==> config.mk <==
export PLATFORM = sky130hd
export DESIGN_NAME = gen_sin_dds_flat
export DESIGN_NICKNAME = d
export VERILOG_FILES = /design/src/rtl/gen_sin_dds_pkg.sv /design/src/rtl/gen_sin_dds_if.sv /design/src/rtl/gen_sin_dds_rom_qsin.sv /design/src/rtl/gen_sin_dds.sv /design/src/flat_wrapper.sv
export SDC_FILE = /design/constraint.sdc
export NUM_CORES = 1
export LEC_CHECK = 0
export ABC_AREA = 1
export CAP_MARGIN = 5
export CORE_MARGIN = 2
export CORE_UTILIZATION = 56
export CTS_BUF_LIST = sky130_fd_sc_hd__clkbuf_16
export DETAILED_ROUTE_END_ITERATION = 10
export PLACE_DENSITY = 0.8
export SETUP_SLACK_MARGIN = 0.02
export SLEW_MARGIN = 25
export SYNTH_ARGS = -nofsm -noshare
export SYNTH_HDL_FRONTEND = slang
export SYNTH_SLANG_ARGS = --single-unit
==> constraint.sdc <==
create_clock -name clk -period 2.2 [get_ports clk]
set_clock_uncertainty 0.2 [all_clocks]
set_input_delay 0.33 -clock clk [delete_from_list [all_inputs] [get_ports clk]]
set_output_delay 0.33 -clock clk [all_outputs]
set_load 0.05 [all_outputs]
==> src/rtl/gen_sin_dds_pkg.sv <==
// Shared constants and the elaboration-time quarter-sine generator for gen_sin_dds.
// The quadrature channel is built only when GEN_SIN_DDS_COS_EN is defined (default: undefined).
package gen_sin_dds_pkg;

    localparam int DW_DEF = 12;
    localparam int NA_DEF = (1 << (DW_DEF - 1)) - 1;
    localparam int NS_DEF = 1 << (DW_DEF - 1);

`ifdef GEN_SIN_DDS_COS_EN
    localparam bit COS_EN = 1'b1;
`else
    localparam bit COS_EN = 1'b0;
`endif

    // Q30 fixed point keeps every Taylor product inside 64 bits for angles up to pi/2.
    localparam int     QF   = 30;
    localparam longint PI_Q = 64'sd3373259426;

    // round(na * sin(pi/2 * k / 2^aw)) using an integer Taylor series.
    function automatic longint qsin_val(input int k, input int aw, input int na);
        longint x;
        longint x2;
        longint term;
        longint sum;
        x    = (PI_Q * longint'(k)) / (longint'(2) << aw);
        x2   = (x * x) >>> QF;
        term = x;
        sum  = x;
        for (int n = 1; n <= 10; n++) begin
            term = -((term * x2) >>> QF) / longint'((2 * n) * (2 * n + 1));
            sum  = sum + term;
        end
        return ((longint'(na) * sum) + (longint'(1) <<< (QF - 1))) >>> QF;
    endfunction

endpackage

==> src/rtl/gen_sin_dds_if.sv <==
// Control/sample bundle for gen_sin_dds; COS exists only with GEN_SIN_DDS_COS_EN.
interface gen_sin_dds_if
    import gen_sin_dds_pkg::*;
#(
    parameter int PW = 16,
    parameter int DW = DW_DEF
);

    logic          ce;
    logic [PW-1:0] ftw;
    logic          ftw_ld;
    logic          sync;
    logic [2:0]    att;

    logic          valid;
    logic          S;
    logic [DW-2:0] Y;
    logic [DW-1:0] SIN;

`ifdef GEN_SIN_DDS_COS_EN
    logic [DW-1:0] COS;

    modport master (output ce, ftw, ftw_ld, sync, att,
                    input  valid, S, Y, SIN, COS);
    modport slave  (input  ce, ftw, ftw_ld, sync, att,
                    output valid, S, Y, SIN, COS);
`else
    modport master (output ce, ftw, ftw_ld, sync, att,
                    input  valid, S, Y, SIN);
    modport slave  (input  ce, ftw, ftw_ld, sync, att,
                    output valid, S, Y, SIN);
`endif

endinterface

==> src/rtl/gen_sin_dds_rom_qsin.sv <==
// Quarter-wave sine ROM (2^AW+1 entries) with synchronous read ports; port 1 only with GEN_SIN_DDS_COS_EN.
module rom_qsin
    import gen_sin_dds_pkg::*;
#(
    parameter int AW  = 5,
    parameter int NA  = NA_DEF,
    parameter int DOW = $clog2(NA + 1)
) (
    input  logic           clk,
    input  logic [AW:0]    adr0,
    output logic [DOW-1:0] DO0
`ifdef GEN_SIN_DDS_COS_EN
    ,
    input  logic [AW:0]    adr1,
    output logic [DOW-1:0] DO1
`endif
);

    logic [DOW-1:0] rom [(1 << AW) + 1];

    for (genvar k = 0; k <= (1 << AW); k++) begin : g_rom
        localparam logic [DOW-1:0] VAL = DOW'(qsin_val(k, AW, NA));
        assign rom[k] = VAL;
    end

    logic [DOW-1:0] do0_d, do0_q;

    always_comb begin
        do0_d = rom[adr0];
    end

    // NOTE: read registers are not reset; nothing downstream consumes them before a valid address has been read.
    always_ff @(posedge clk) begin
        do0_q <= do0_d;
    end

    assign DO0 = do0_q;

`ifdef GEN_SIN_DDS_COS_EN
    logic [DOW-1:0] do1_d, do1_q;

    always_comb begin
        do1_d = rom[adr1];
    end

    always_ff @(posedge clk) begin
        do1_q <= do1_d;
    end

    assign DO1 = do1_q;
`endif

endmodule

==> src/rtl/gen_sin_dds.sv <==
// DDS sine generator: phase accumulator, quadrant fold, quarter-wave ROM and offset-binary output pipeline.
// Defining GEN_SIN_DDS_COS_EN adds the quadrature (COS) channel through a second ROM read port.
module gen_sin_dds
    import gen_sin_dds_pkg::*;
#(
    parameter int PW       = 16,
    parameter int AW       = 5,
    parameter int DW       = DW_DEF,
    parameter int NA       = (1 << (DW - 1)) - 1,
    parameter int NS       = 1 << (DW - 1),
    parameter int FTW_INIT = 1 << (PW - AW - 2)
) (
    input  logic         clk,
    input  logic         rst,
    gen_sin_dds_if.slave bus
);

    localparam int             YW      = DW - 1;
    localparam logic [PW-1:0]  FTW_RST = PW'(FTW_INIT);
    localparam logic [DW-1:0]  NS_V    = DW'(NS);

    typedef logic [AW:0] addr_t;

    function automatic addr_t fold(input logic q0, input logic [AW-1:0] idx);
        return q0 ? addr_t'(1 << AW) - addr_t'(idx) : addr_t'(idx);
    endfunction

    function automatic logic [DW-1:0] offset(input logic sgn, input logic [YW-1:0] mag,
                                             input logic [2:0] sh);
        logic [DW-1:0] ya;
        ya = DW'(mag >> sh);
        return sgn ? NS_V + ya : NS_V - ya;
    endfunction

    logic [PW-1:0] acc_d, acc_q;
    logic [PW-1:0] ftw_d, ftw_q;
    logic [1:0]    quad;
    logic [AW-1:0] idx;

    // Stage 1: folded address and sign.
    addr_t         a1_d, a1_q;
    logic          s1_d, s1_q;
    logic          v1_d, v1_q;
    // Stage 2: ROM read (inside rom_qsin) plus aligned sign.
    logic          s2_d, s2_q;
    logic          v2_d, v2_q;
    logic [YW-1:0] do0;
    // Stage 3: output registers.
    logic          s3_d, s3_q;
    logic [YW-1:0] y3_d, y3_q;
    logic [DW-1:0] sin_d, sin_q;
    logic          v3_d, v3_q;

    assign quad = acc_q[PW-1 -: 2];
    assign idx  = acc_q[PW-3 -: AW];

`ifdef GEN_SIN_DDS_COS_EN
    logic [1:0]    quad_c;
    addr_t         ac1_d, ac1_q;
    logic          sc1_d, sc1_q;
    logic          sc2_d, sc2_q;
    logic [YW-1:0] do1;
    logic [DW-1:0] cos_d, cos_q;

    // A quarter-turn ahead only changes the quadrant; the in-quadrant index is shared.
    assign quad_c = quad + 2'd1;
`endif

    // NOTE: every *_d gets a hold default first so no path through this block infers a latch.
    always_comb begin
        acc_d = acc_q;
        ftw_d = ftw_q;
        a1_d  = a1_q;
        s1_d  = s1_q;
        s2_d  = s2_q;
        s3_d  = s3_q;
        y3_d  = y3_q;
        sin_d = sin_q;
        v1_d  = bus.ce;
        v2_d  = v1_q;
        v3_d  = v2_q;

        if (bus.ftw_ld) begin
            ftw_d = bus.ftw;
        end
        if (bus.ce) begin
            acc_d = acc_q + ftw_q;
            a1_d  = fold(quad[0], idx);
            s1_d  = ~quad[1];
        end
        // Restart wins over accumulation, but stage 1 above has already taken the old phase.
        if (bus.sync) begin
            acc_d = '0;
        end
        if (v1_q) begin
            s2_d = s1_q;
        end
        if (v2_q) begin
            s3_d  = s2_q;
            y3_d  = do0;
            sin_d = offset(s2_q, do0, bus.att);
        end
    end

`ifdef GEN_SIN_DDS_COS_EN
    always_comb begin
        ac1_d = ac1_q;
        sc1_d = sc1_q;
        sc2_d = sc2_q;
        cos_d = cos_q;
        if (bus.ce) begin
            ac1_d = fold(quad_c[0], idx);
            sc1_d = ~quad_c[1];
        end
        if (v1_q) begin
            sc2_d = sc1_q;
        end
        if (v2_q) begin
            cos_d = offset(sc2_q, do1, bus.att);
        end
    end
`endif

    // NOTE: sequential state uses non-blocking assignments so every flop samples pre-edge values.
    always_ff @(posedge clk) begin
        if (rst) begin
            acc_q <= '0;
            ftw_q <= FTW_RST;
            a1_q  <= '0;
            s1_q  <= 1'b0;
            v1_q  <= 1'b0;
            s2_q  <= 1'b0;
            v2_q  <= 1'b0;
            s3_q  <= 1'b0;
            y3_q  <= '0;
            sin_q <= NS_V;
            v3_q  <= 1'b0;
        end else begin
            acc_q <= acc_d;
            ftw_q <= ftw_d;
            a1_q  <= a1_d;
            s1_q  <= s1_d;
            v1_q  <= v1_d;
            s2_q  <= s2_d;
            v2_q  <= v2_d;
            s3_q  <= s3_d;
            y3_q  <= y3_d;
            sin_q <= sin_d;
            v3_q  <= v3_d;
        end
    end

`ifdef GEN_SIN_DDS_COS_EN
    always_ff @(posedge clk) begin
        if (rst) begin
            ac1_q <= '0;
            sc1_q <= 1'b0;
            sc2_q <= 1'b0;
            cos_q <= NS_V;
        end else begin
            ac1_q <= ac1_d;
            sc1_q <= sc1_d;
            sc2_q <= sc2_d;
            cos_q <= cos_d;
        end
    end
`endif

    rom_qsin #(
        .AW  (AW),
        .NA  (NA),
        .DOW (YW)
    ) u_rom (
        .clk  (clk),
        .adr0 (a1_q),
        .DO0  (do0)
`ifdef GEN_SIN_DDS_COS_EN
        ,
        .adr1 (ac1_q),
        .DO1  (do1)
`endif
    );

    assign bus.valid = v3_q;
    assign bus.S     = s3_q;
    assign bus.Y     = y3_q;
    assign bus.SIN   = sin_q;
`ifdef GEN_SIN_DDS_COS_EN
    assign bus.COS   = cos_q;
`endif

endmodule

==> src/flat_wrapper.sv <==
// flat-port wrapper written by rule: the top's interface ports become plain ports
module gen_sin_dds_flat import gen_sin_dds_pkg::*;
#(
    parameter int PW       = 16,
    parameter int AW       = 5,
    parameter int DW       = DW_DEF,
    parameter int NA       = (1 << (DW - 1)) - 1,
    parameter int NS       = 1 << (DW - 1),
    parameter int FTW_INIT = 1 << (PW - AW - 2)
)
  (clk, rst, bus_ce, bus_ftw, bus_ftw_ld, bus_sync, bus_att, bus_valid, bus_S, bus_Y, bus_SIN);
  gen_sin_dds_if #(.PW(PW), .DW(DW)) bus_i ();
  input  logic clk;
  input  logic rst;
  input wire logic [$bits(bus_i.ce)-1:0] bus_ce;
  input wire logic [$bits(bus_i.ftw)-1:0] bus_ftw;
  input wire logic [$bits(bus_i.ftw_ld)-1:0] bus_ftw_ld;
  input wire logic [$bits(bus_i.sync)-1:0] bus_sync;
  input wire logic [$bits(bus_i.att)-1:0] bus_att;
  output wire logic [$bits(bus_i.valid)-1:0] bus_valid;
  output wire logic [$bits(bus_i.S)-1:0] bus_S;
  output wire logic [$bits(bus_i.Y)-1:0] bus_Y;
  output wire logic [$bits(bus_i.SIN)-1:0] bus_SIN;
  assign bus_i.ce = bus_ce;
  assign bus_i.ftw = bus_ftw;
  assign bus_i.ftw_ld = bus_ftw_ld;
  assign bus_i.sync = bus_sync;
  assign bus_i.att = bus_att;
  assign bus_valid = bus_i.valid;
  assign bus_S = bus_i.S;
  assign bus_Y = bus_i.Y;
  assign bus_SIN = bus_i.SIN;
  gen_sin_dds #(.PW(PW), .AW(AW), .DW(DW), .NA(NA), .NS(NS), .FTW_INIT(FTW_INIT)) u_core (.clk(clk), .rst(rst), .bus(bus_i));
endmodule
==> results of run 1 <==
-- Yosys cell counts (all sizes together) --
| cell | number |
|---|---|
| a32oi | 2 |
| o31ai | 1 |
| o32ai | 2 |
| fa | 1 |
| nor3 | 7 |
| a21boi | 1 |
| nand3 | 47 |
| a221oi | 1 |
| clkbuf | 19 |
| o21bai | 2 |
| nand2 | 142 |
| o22ai | 1 |
| a21o | 4 |
| inv | 63 |
| o211ai | 5 |
| xnor2 | 3 |
| nor2 | 107 |
| buf | 9 |
| a22oi | 3 |
| o221a | 1 |
| clkinv | 2 |
| dfxtp | 78 |
| a21oi | 44 |
| nand4 | 2 |
| a211oi | 1 |
| a31oi | 7 |
| ha | 27 |
| xor2 | 16 |
| o21ai | 62 |
-- worst max path at each step --
| stage | depth (start not counted) | from | to | slack, ns |
|---|---|---|---|---|
| 5_1_grt | 15 | bus_att[1] | u_core.bus.SIN[5] | 0.004 |
| 4_1_cts | 15 | bus_att[0] | u_core.bus.SIN[10] | 0.03 |
| 3_5_place_dp | 15 | bus_att[0] | u_core.bus.SIN[6] | -0.26 |
| 3_3_place_gp | 15 | bus_att[0] | u_core.bus.SIN[6] | -0.19 |
| 6_report | 8 | u_core.ftw_q[4] | u_core.acc_q[11] | 0.15 |
| 2_1_floorplan | 12 | u_core.ftw_q[0] | u_core.acc_q[8] | 0.28 |
-- sequential cells by signal, indices dropped and copies added (netlist names), 6 cells and up --
name              cells
u_core.bus.Y         11
u_core.bus.SIN       12
u_core.acc_q         16
u_core.a1_q           6
u_core.ftw_q         16
u_core.u_rom.DO0     11
-- kinds of logic after synthesis --
group / after synthesis
compound gates: 137
xor+xnor: 19
fa+ha+maj: 28
buf+inv: 93
flops: 78
simple gates: 305
-- worst register-to-register path: cells and delay by family, from the launching register on --
kind,cells,cell delay [ns]
XOR/XNOR,1,0.14
flip-flops,1,0.31
AND/OR/NAND/NOR,1,0.15
adder cells (fa/ha/maj),1,0.35
AO/OA/AOI/OAI,4,0.73
buffers and inverters,1,0.07
-- layer usage --
| layer | GRT usage, % | vias to the layer above | wire length (um) |
|---|---|---|---|
| met2 | 51.5 | 151 | 5910 |
| li1 | - | 2306 | - |
| met1 | 30.3 | 2090 | 4660 |
| met3 | 3.85 | 20 | 495 |
| met4 | 10.7 | 0 | 215 |
| met5 | 0 | - | 0 |
-- power by group through the flow --
stage / registers [W] / clock network [W] / logic (W)
finish: 0.00160 / 0.00185 / 0.000900
CTS: 0.00159 / 0.00185 / 0.000879
detailed placement: 0.00162 / 0 / 0.000864
global route: 0.00161 / 0.00192 / 0.00100
floorplan: 0.00169 / 0 / 0.000511
global placement: 0.00162 / 0 / 0.000846
-- per-stage QoR --
step	area [um2]	TNS, ns	worst slack (ns)	total power [W]
after detailed placement	5330	-1.87	-0.257	0.00249
after global placement	5330	-1.48	-0.192	0.00247
after floorplan	4550	0	0.278	0.00220
after CTS	5700	0	0.0311	0.00432
after global routing	5770	0	0.00394	0.00452
final	5770	0	0.150	0.00434
-- cell type report --
type	count	area share (%)
clock inverters	7	2.47
well taps	102	2.21
inverters	65	4.38
flip-flops and latches	78	27.1
repair buffers	89	14.0
multi-input cells	489	45.9
clock buffers	9	3.91
-- repair_timing --
action	4_1_cts	5_1_grt
endpoints found under the setup margin	1	12
hold buffers	0	0
resized for setup	1	15
pin swaps	0	1
==> results.toml, run 1 <==
[outcome]
run_status = "completed"

[logic_synthesis]
netlist-cell-type-count = 40
synth_compound_area_share_pct = 16.8
synth-seq-cells = 78
synth_area_leader_cell = "dfxtp_1"
yosys.area_share.simple_pct = 28.7
synth_nets = 712
synth_top_family_by_area = "simple AND/OR/NAND/NOR gates"
synth.top_cell.area_share_pct = 34.3
synthMuxAreaShare_pct = 0
avgSynthCellArea_um2 = 6.89
netlist_top_cells_area = "dfxtp_1 (34%), nand2_1 (11%), nor2_1 (8.7%), ha_1 (7.4%), o21ai_0 (6.6%)"
synth_xor_area_share_pct = 3.66
syn-cell-area_um2 = 4550
yosysSeqAreaShare_pct = 34.3
synth_cells = 660
synth_fa_ha_area_share_pct = 7.87
yosysWarnings = 0

[cells_and_area]
nets = 784
fillers = 596
synthToLayoutAreaGrowth_pct = 26.8
layout_common_cells = "nand2_1 (126), nor2_1 (105), dfxtp_1 (78)"
final_common_cell = "nand2_1"
final_core_util_pct = 73.8
drive_gt1_share_pct = 12.9
instances_no_fill = 839
regArea_um2 = 1560
multiInputGateArea_um2 = 2650
antenna_cells = 0

[setup_path]
path_buf_inv = 1
crit_fanout = 5
regToRegStartpoint = "u_core.ftw_q[4]"
worstReg2RegEnd = "u_core.acc_q[11]"
rrSetupSlack_ns = 0.15
critPathSlowestCell = "ha_1"
cp.required_ns = 2.23
path_cells = "ha_1 -> a21o_1 -> a21oi_1 -> nand2_1 -> a21o_1 -> xor2_1 -> o21ai_0 -> inv_1"
cp_common_cell = "a21o_1"
end_kind = "flop"
crit_family = "compound AO/OA/AOI/OAI gates"
critPathLaunchType = "flop"
critPathMaxStageDelay_ns = 0.35
r2r_cells = 8
path_class = "reg2reg"
worstPathArrival_ns = 2.08

[sta]
fin_crit_ns = 2.05
final_max_slew_viol_count = 0
holdWs_ns = 0.257
max-slew-margin-rel_pct = 66.2
fmax_mhz = 488
grt_setup_unrepaired = "false"
finalHoldViolCount = 0
setup_viol = 0
final.period_utilization_pct = 93.2
tightest_slew_ns = 0.506

[detailed_routing]
drc = 0
wl_per_cell_um = 13.4
drtAntennaViolNets = 0
vias = 4567
drt_iter0_drc = 266
drt-total-wl_mm = 11.3
viasPerCell = 5.44
firstDrtPassIters = 5

[hold_path]
hold_path_end = "u_core.v2_q"
whs_path_depth = 2
min-delay-start = "u_core.v1_q"
hp-class = "reg2reg"

[floorplanning]
ios = 49
start_util_pct = 58.3
rows = 32
die_h_um = 94.1
dieArea_um2 = 8860
core-area_um2 = 7810
die_x_um = 94.1

[pwr]
power_switching_w = 0.00124
p_leak_nw = 2.81
p_comb_share_pct = 20.7
power_frac_seq_pct = 36.7
ir_drop_uv = 480
clockPowerShare_pct = 42.5
power_density_nw_per_um2 = 753
p_int_w = 0.00310
p_sw_share_pct = 28.5

[clocking]
path_clk_slew_ns = 0.06
clock_sinks = 78
cts_setup_buffers = 0
h-tree-depth = 3
root_buffer = "clkbuf_16"
clk_latency_ns = 0.34
cts_made_buffers = 9
tritoncts = "built"
clk_path_buf_depth = 2

[placed_design]
placed_cells = 823
place_congestion = 0.861
dp_hpwl_mm = 8.01
placement.io_buffers = 48

[global_route]
track_usage_pct = 27.2
grt.overflow.total = 0
antenna_found_initial = 0
grt_pass1_wl_mm = 19.4
grt_pass1_vias = 4508
grt_max_degree = 41

[flow_run]
cap_violations = 0
Note: power is estimated with default switching activity, not from simulation.
==> run 2: changes to the inputs <==
- CELL_PAD_IN_SITES_DETAIL_PLACEMENT: unset -> 0
- CELL_PAD_IN_SITES_GLOBAL_PLACEMENT: unset -> 1
- CORE_UTILIZATION: 56 -> 41
- PLACE_DENSITY: 0.8 -> 0.81
- SLEW_MARGIN: 25 -> 20
==> run 2 against run 1 <==
Clock power down 24%. Sequential share of layout area up 0.38 points. Cell area down 1.4%. Critical path depth unchanged. Core utilization down 21 points. Global-route usage down 7.4 points. Power down 11%. Combinational power down 2%. Via count down 3.4%. Largest cell class unchanged. Largest power group is now registers. Highest routed layer unchanged.
==> results.toml, run 2 (synthesized netlist as in run 1, its figures left out) <==
[global_route]
grt.overflow.total = 0
antenna_found_initial = 0
grt_pass1_wl_mm = 18.7
track_usage_pct = 19.8
grt_pass1_vias = 4153
grt_max_degree = 26

[cells_and_area]
instances_no_fill = 877
layout_common_cells = "nand2_1 (127), nor2_1 (106), dfxtp_1 (78)"
synthToLayoutAreaGrowth_pct = 25.0
final_core_util_pct = 52.4
antenna_cells = 0
fin_area_um2 = 5690
final_common_cell = "nand2_1"
nets = 784
drive_gt1_share_pct = 11.8

[clocking]
path_clk_slew_ns = 0.06
postCtsHoldBufs = 0
clk_latency_ns = 0.34
clk_path_buf_depth = 2
tritoncts = "built"
h-tree-depth = 3
clock_sinks = 78
root_buffer = "clkbuf_16"
cts_made_buffers = 9

[pwr]
power_switching_w = 0.00116
power_density_nw_per_um2 = 683
p_sw_share_pct = 29.8
p_comb_share_pct = 22.7
ir_drop_uv = 413
power_frac_seq_pct = 40.9
p_leak_nw = 2.78
p_int_w = 0.00273
clockPowerShare_pct = 36.4
finalPower_w = 0.00388

[floorplanning]
die_x_um = 109
rows = 38
start_util_pct = 42.0
ios = 49
die_h_um = 109
core-area_um2 = 10800
dieArea_um2 = 12000

[setup_path]
worstPathArrival_ns = 2.07
path_cells = "ha_1 -> a21oi_1 -> o21ai_0 -> nand2_1 -> nand3_1 -> a21oi_1 -> xor2_1 -> a21oi_1"
critPathLaunchType = "flop"
regToRegStartpoint = "u_core.ftw_q[5]"
critPathSlowestCell = "ha_1"
crit_fanout = 5
rrSetupSlack_ns = 0.15
cp_common_cell = "a21oi_1"
path_class = "reg2reg"
critPathMaxStageDelay_ns = 0.36
r2r_cells = 8
cp.required_ns = 2.22
end_kind = "flop"
worstReg2RegEnd = "u_core.acc_q[14]"

[sta]
setup_viol = 0
grt_setup_unrepaired = "true"
fin_crit_ns = 2.05
fmax_mhz = 489
tightest_slew_ns = 0.528
final.period_utilization_pct = 93.0
final_max_slew_viol_count = 0
max-slew-margin-rel_pct = 64.7
finalHoldViolCount = 0

[detailed_routing]
drt-total-wl_mm = 11.1
wl_per_cell_um = 12.6
drc = 0
drtAntennaViolNets = 0
viasPerCell = 5.03
vias = 4414
drt_iter0_drc = 223
firstDrtPassIters = 4

[hold_path]
hp-class = "reg2reg"
whs_path_depth = 2
hold_path_end = "u_core.v2_q"
min-delay-start = "u_core.v1_q"

[placed_design]
place_congestion = 0.920
placed_cells = 860
place_area_um2 = 5360
dp_hpwl_mm = 8.32
placement.io_buffers = 48

[outcome]
run_status = "completed"

[flow_run]
cap_violations = 0
run 2: cell types whose count changed in the layout (fill, tap and decap cells not counted), moves of 2 or more:
| cell | change |
|---|---|
| clkinv_1 | +2 |
| a21oi_2 | -2 |
| clkinv_2 | +2 |
| a21oi_1 | +2 |
| inv_6 | -3 |
| bufinv_16 | -3 |
run 2: critical path: cells and delay by family (launching register included):
family	cells	cell delay [ns]
fa+ha+maj	1	0.36
simple gates	2	0.21
xor+xnor	1	0.16
compound gates	4	0.68
flops	1	0.32
run 2: worst max path at each step:
| stage | from | slack, ns | end |
|---|---|---|---|
| final | u_core.ftw_q[5] | 0.15 | u_core.acc_q[14] |
| after global routing | u_core.ftw_q[0] | -0.009 | u_core.acc_q[8] |
| after CTS | bus_att[0] | 0.05 | u_core.bus.SIN[10] |
| after detailed placement | bus_att[0] | -0.29 | u_core.bus.SIN[10] |
| after global placement | bus_att[0] | -0.23 | u_core.bus.SIN[6] |
| after floorplan | u_core.ftw_q[0] | 0.28 | u_core.acc_q[8] |
run 2: power groups by stage:
stage | combinational [W] | clock [W] | sequential (W)
floorplan | 0.000511 | 0 | 0.00169
global route | 0.000984 | 0.00152 | 0.00160
detailed placement | 0.000868 | 0 | 0.00162
global placement | 0.000860 | 0 | 0.00162
finish | 0.000881 | 0.00141 | 0.00159
CTS | 0.000873 | 0.00146 | 0.00159
run 2: metal layers:
metal / routed length (um) / track usage [%] / vias up
met5: 0 / 0 / -
met4: 161 / 5.79 / 0
met3: 501 / 4.98 / 15
met2: 5610 / 35.7 / 95
met1: 4780 / 23.1 / 2008
li1: - / - / 2296
run 2: area by class of cell:
type                            instances  area [um2]
Sequential cell                        78        1560
Clock buffer                            9         225
Inverter                               65         248
Clock inverter                          7        56.3
Tap cell                              140         175
Timing Repair Buffer                   89         797
Fill cell                            1093        5150
Multi-Input combinational cell        489        2620
run 2: per-stage QoR:
| step | TNS [ns] | setup WS [ns] | hold slack (ns) |
|---|---|---|---|
| after detailed placement | -2.06 | -0.289 | 0.250 |
| after CTS | 0 | 0.0483 | 0.259 |
| after global routing | -0.00899 | -0.00899 | 0.293 |
| after global placement | -1.81 | -0.231 | 0.239 |
| final | 0 | 0.153 | 0.261 |
| after floorplan | 0 | 0.278 | 0.225 |
run 2: what timing repair did:
action / CTS / global route
buffers inserted: 0 / 1
setup endpoints to repair: 0 / 12
resized for setup: 0 / 10
==> run 3: changes to the inputs <==
- ABC_CLOCK_PERIOD_IN_PS: unset -> 2200
- GPL_TIMING_DRIVEN: unset -> 0
==> run 3 against run 2 <==
Register-to-register slack hardly changed. Combinational power is 2.4% lower. Hold slack worse by 0.017 ns. Via count is 1.7% higher. Fmax is 0.28% lower. Core utilization is 0.90 points lower. Worst setup slack worse by 0.0058 ns. Sequential share of layout area is 0.48 points higher. Critical path depth is 4 higher. Global-route usage is 0.96 points higher. First-iteration DRC count is 11% lower. Routed wire length is 6.8% higher.
==> results.toml, run 3 (synthesized netlist as in run 1, its figures left out) <==
[floorplanning]
ios = 49
die_x_um = 109
die_h_um = 109
start_util_pct = 42.0
rows = 38
dieArea_um2 = 12000
core-area_um2 = 10800

[sta]
tightest_slew_ns = 0.603
setup_viol = 0
fmax_mhz = 487
fin_tns_setup_ns = 0
holdWs_ns = 0.244
grt_setup_unrepaired = "false"
fin_crit_ns = 2.05
finalHoldViolCount = 0
max-slew-margin-rel_pct = 59.8
final_max_slew_viol_count = 0
final.period_utilization_pct = 93.3

[cells_and_area]
multiInputGateArea_um2 = 2660
fillers = 1141
synthToLayoutAreaGrowth_pct = 22.9
fin_area_um2 = 5590
antenna_cells = 0
final_common_cell = "nand2_1"
layout_common_cells = "nand2_1 (124), nor2_1 (106), dfxtp_1 (78)"
instances_no_fill = 867
nets = 774
regArea_um2 = 1560
drive_gt1_share_pct = 9.22

[global_route]
track_usage_pct = 20.8
grt_max_degree = 13
grt.overflow.total = 0
antenna_found_initial = 0
grt_pass1_wl_mm = 19.4
grt_pass1_vias = 4198

[clocking]
clk_latency_ns = 0.34
postCtsHoldBufs = 0
cts_made_buffers = 9
path_clk_slew_ns = 0.06
clock_sinks = 78
h-tree-depth = 3
root_buffer = "clkbuf_16"
clk_path_buf_depth = 2
tritoncts = "built"

[setup_path]
path_cells = "ha_2 -> fa_2 -> nand3_1 -> nand2_2 -> nand3_1 -> nand2_2 -> nand3_2 -> a21oi_1 -> nor2_1 -> nand2_1 -> o211ai_1 -> inv_1"
crit_cells = 12
r2r_cells = 12
rrSetupSlack_ns = 0.15
worstPathArrival_ns = 2.08
crit_family = "simple AND/OR/NAND/NOR gates"
cp-startpoint = "u_core.ftw_q[0]"
critPathMaxStageDelay_ns = 0.38
path_buf_inv = 1
path_class = "reg2reg"
crit_fanout = 3
endpoint = "u_core.acc_q[8]"
critPathSlowestCell = "fa_2"
critPathLaunchType = "flop"
end_kind = "flop"
worstReg2RegEnd = "u_core.acc_q[8]"
cp.required_ns = 2.23
regToRegStartpoint = "u_core.ftw_q[0]"

[detailed_routing]
viasPerCell = 5.18
drt-total-wl_mm = 11.8
drt_iter0_drc = 199
firstDrtPassIters = 5
drc = 0
wl_per_cell_um = 13.6
vias = 4489
drtAntennaViolNets = 0

[hold_path]
min-delay-start = "u_core.v1_q"
hp-class = "reg2reg"

[pwr]
power_density_nw_per_um2 = 714
ir_drop_uv = 486
p_leak_nw = 2.66

[placed_design]
placement.io_buffers = 45
place_congestion = 0.903
dp_hpwl_mm = 8.82
place_area_um2 = 5170
placed_cells = 845

[outcome]
run_status = "completed"

[flow_run]
cap_violations = 0
## run 3: cell types whose count changed in the layout (fill, tap and decap cells not counted), moves of 3 or more
cell	change
buf_6	+3
clkbuf_1	+19
buf_4	-33
nand2_1	-3
buf_2	+4
ha_1	-3
## run 3: worst min path at each step
stage                        endpoint  slack (ns)  depth (start not counted)
floorplan                 u_core.v2_q        0.22                          2
global placement          u_core.v2_q        0.24                          2
detailed placement        u_core.v2_q        0.24                          2
CTS                       u_core.v2_q        0.25                          2
global route        u_core.bus.SIN[1]        0.28                          2
finish                    u_core.v2_q        0.24                          2
## run 3: layer usage
metal / vias to the layer above / part of all wire, % / track usage [%]
li1: 2281 / - / -
met1: 2060 / 43 / 24.0
met2: 125 / 50 / 37.1
met3: 23 / 4.6 / 4.92
met4: 0 / 2.2 / 7.78
met5: - / 0 / 0
## run 3: timing repair
action / 4_1_cts / 5_1_grt
pin swaps: 0 / 3
setup buffers: 0 / 6
setup endpoints to repair: 4 / 9
gates resized for setup: 2 / 14
## run 3: area by class of cell
| cell class | instances | share of cell area, % |
|---|---|---|
| multi-input cells | 489 | 47.5 |
| flip-flops and latches | 78 | 27.9 |
| repair buffers | 51 | 8.91 |
| inverters | 65 | 4.43 |
| clock buffers | 9 | 4.03 |
| well taps | 140 | 3.13 |
| plain buffers | 28 | 2.58 |
| clock inverters | 7 | 1.43 |
## run 3: tightest hold or removal path, stage by stage (launching register included)
cell     delay, ns
dfxtp_1       0.29
inv_1         0.07
nor2_1        0.04
## run 3: power by group
group	switching, W	internal [W]	total, W
Combinational	0.000538	0.000322	0.000860
Clock	0.000561	0.000975	0.00154
Sequential	0.0000779	0.00152	0.00159
## run 3: stage by stage
stage	utilization, %	setup slack, ns	total power, W
2_1_floorplan	-	0.278	0.00220
3_3_place_gp	47.7	-0.364	0.00243
3_5_place_dp	47.7	-0.379	0.00244
4_1_cts	50.7	0.0213	0.00401
5_1_grt	51.5	0.0285	0.00419
6_report	51.5	0.147	0.00399
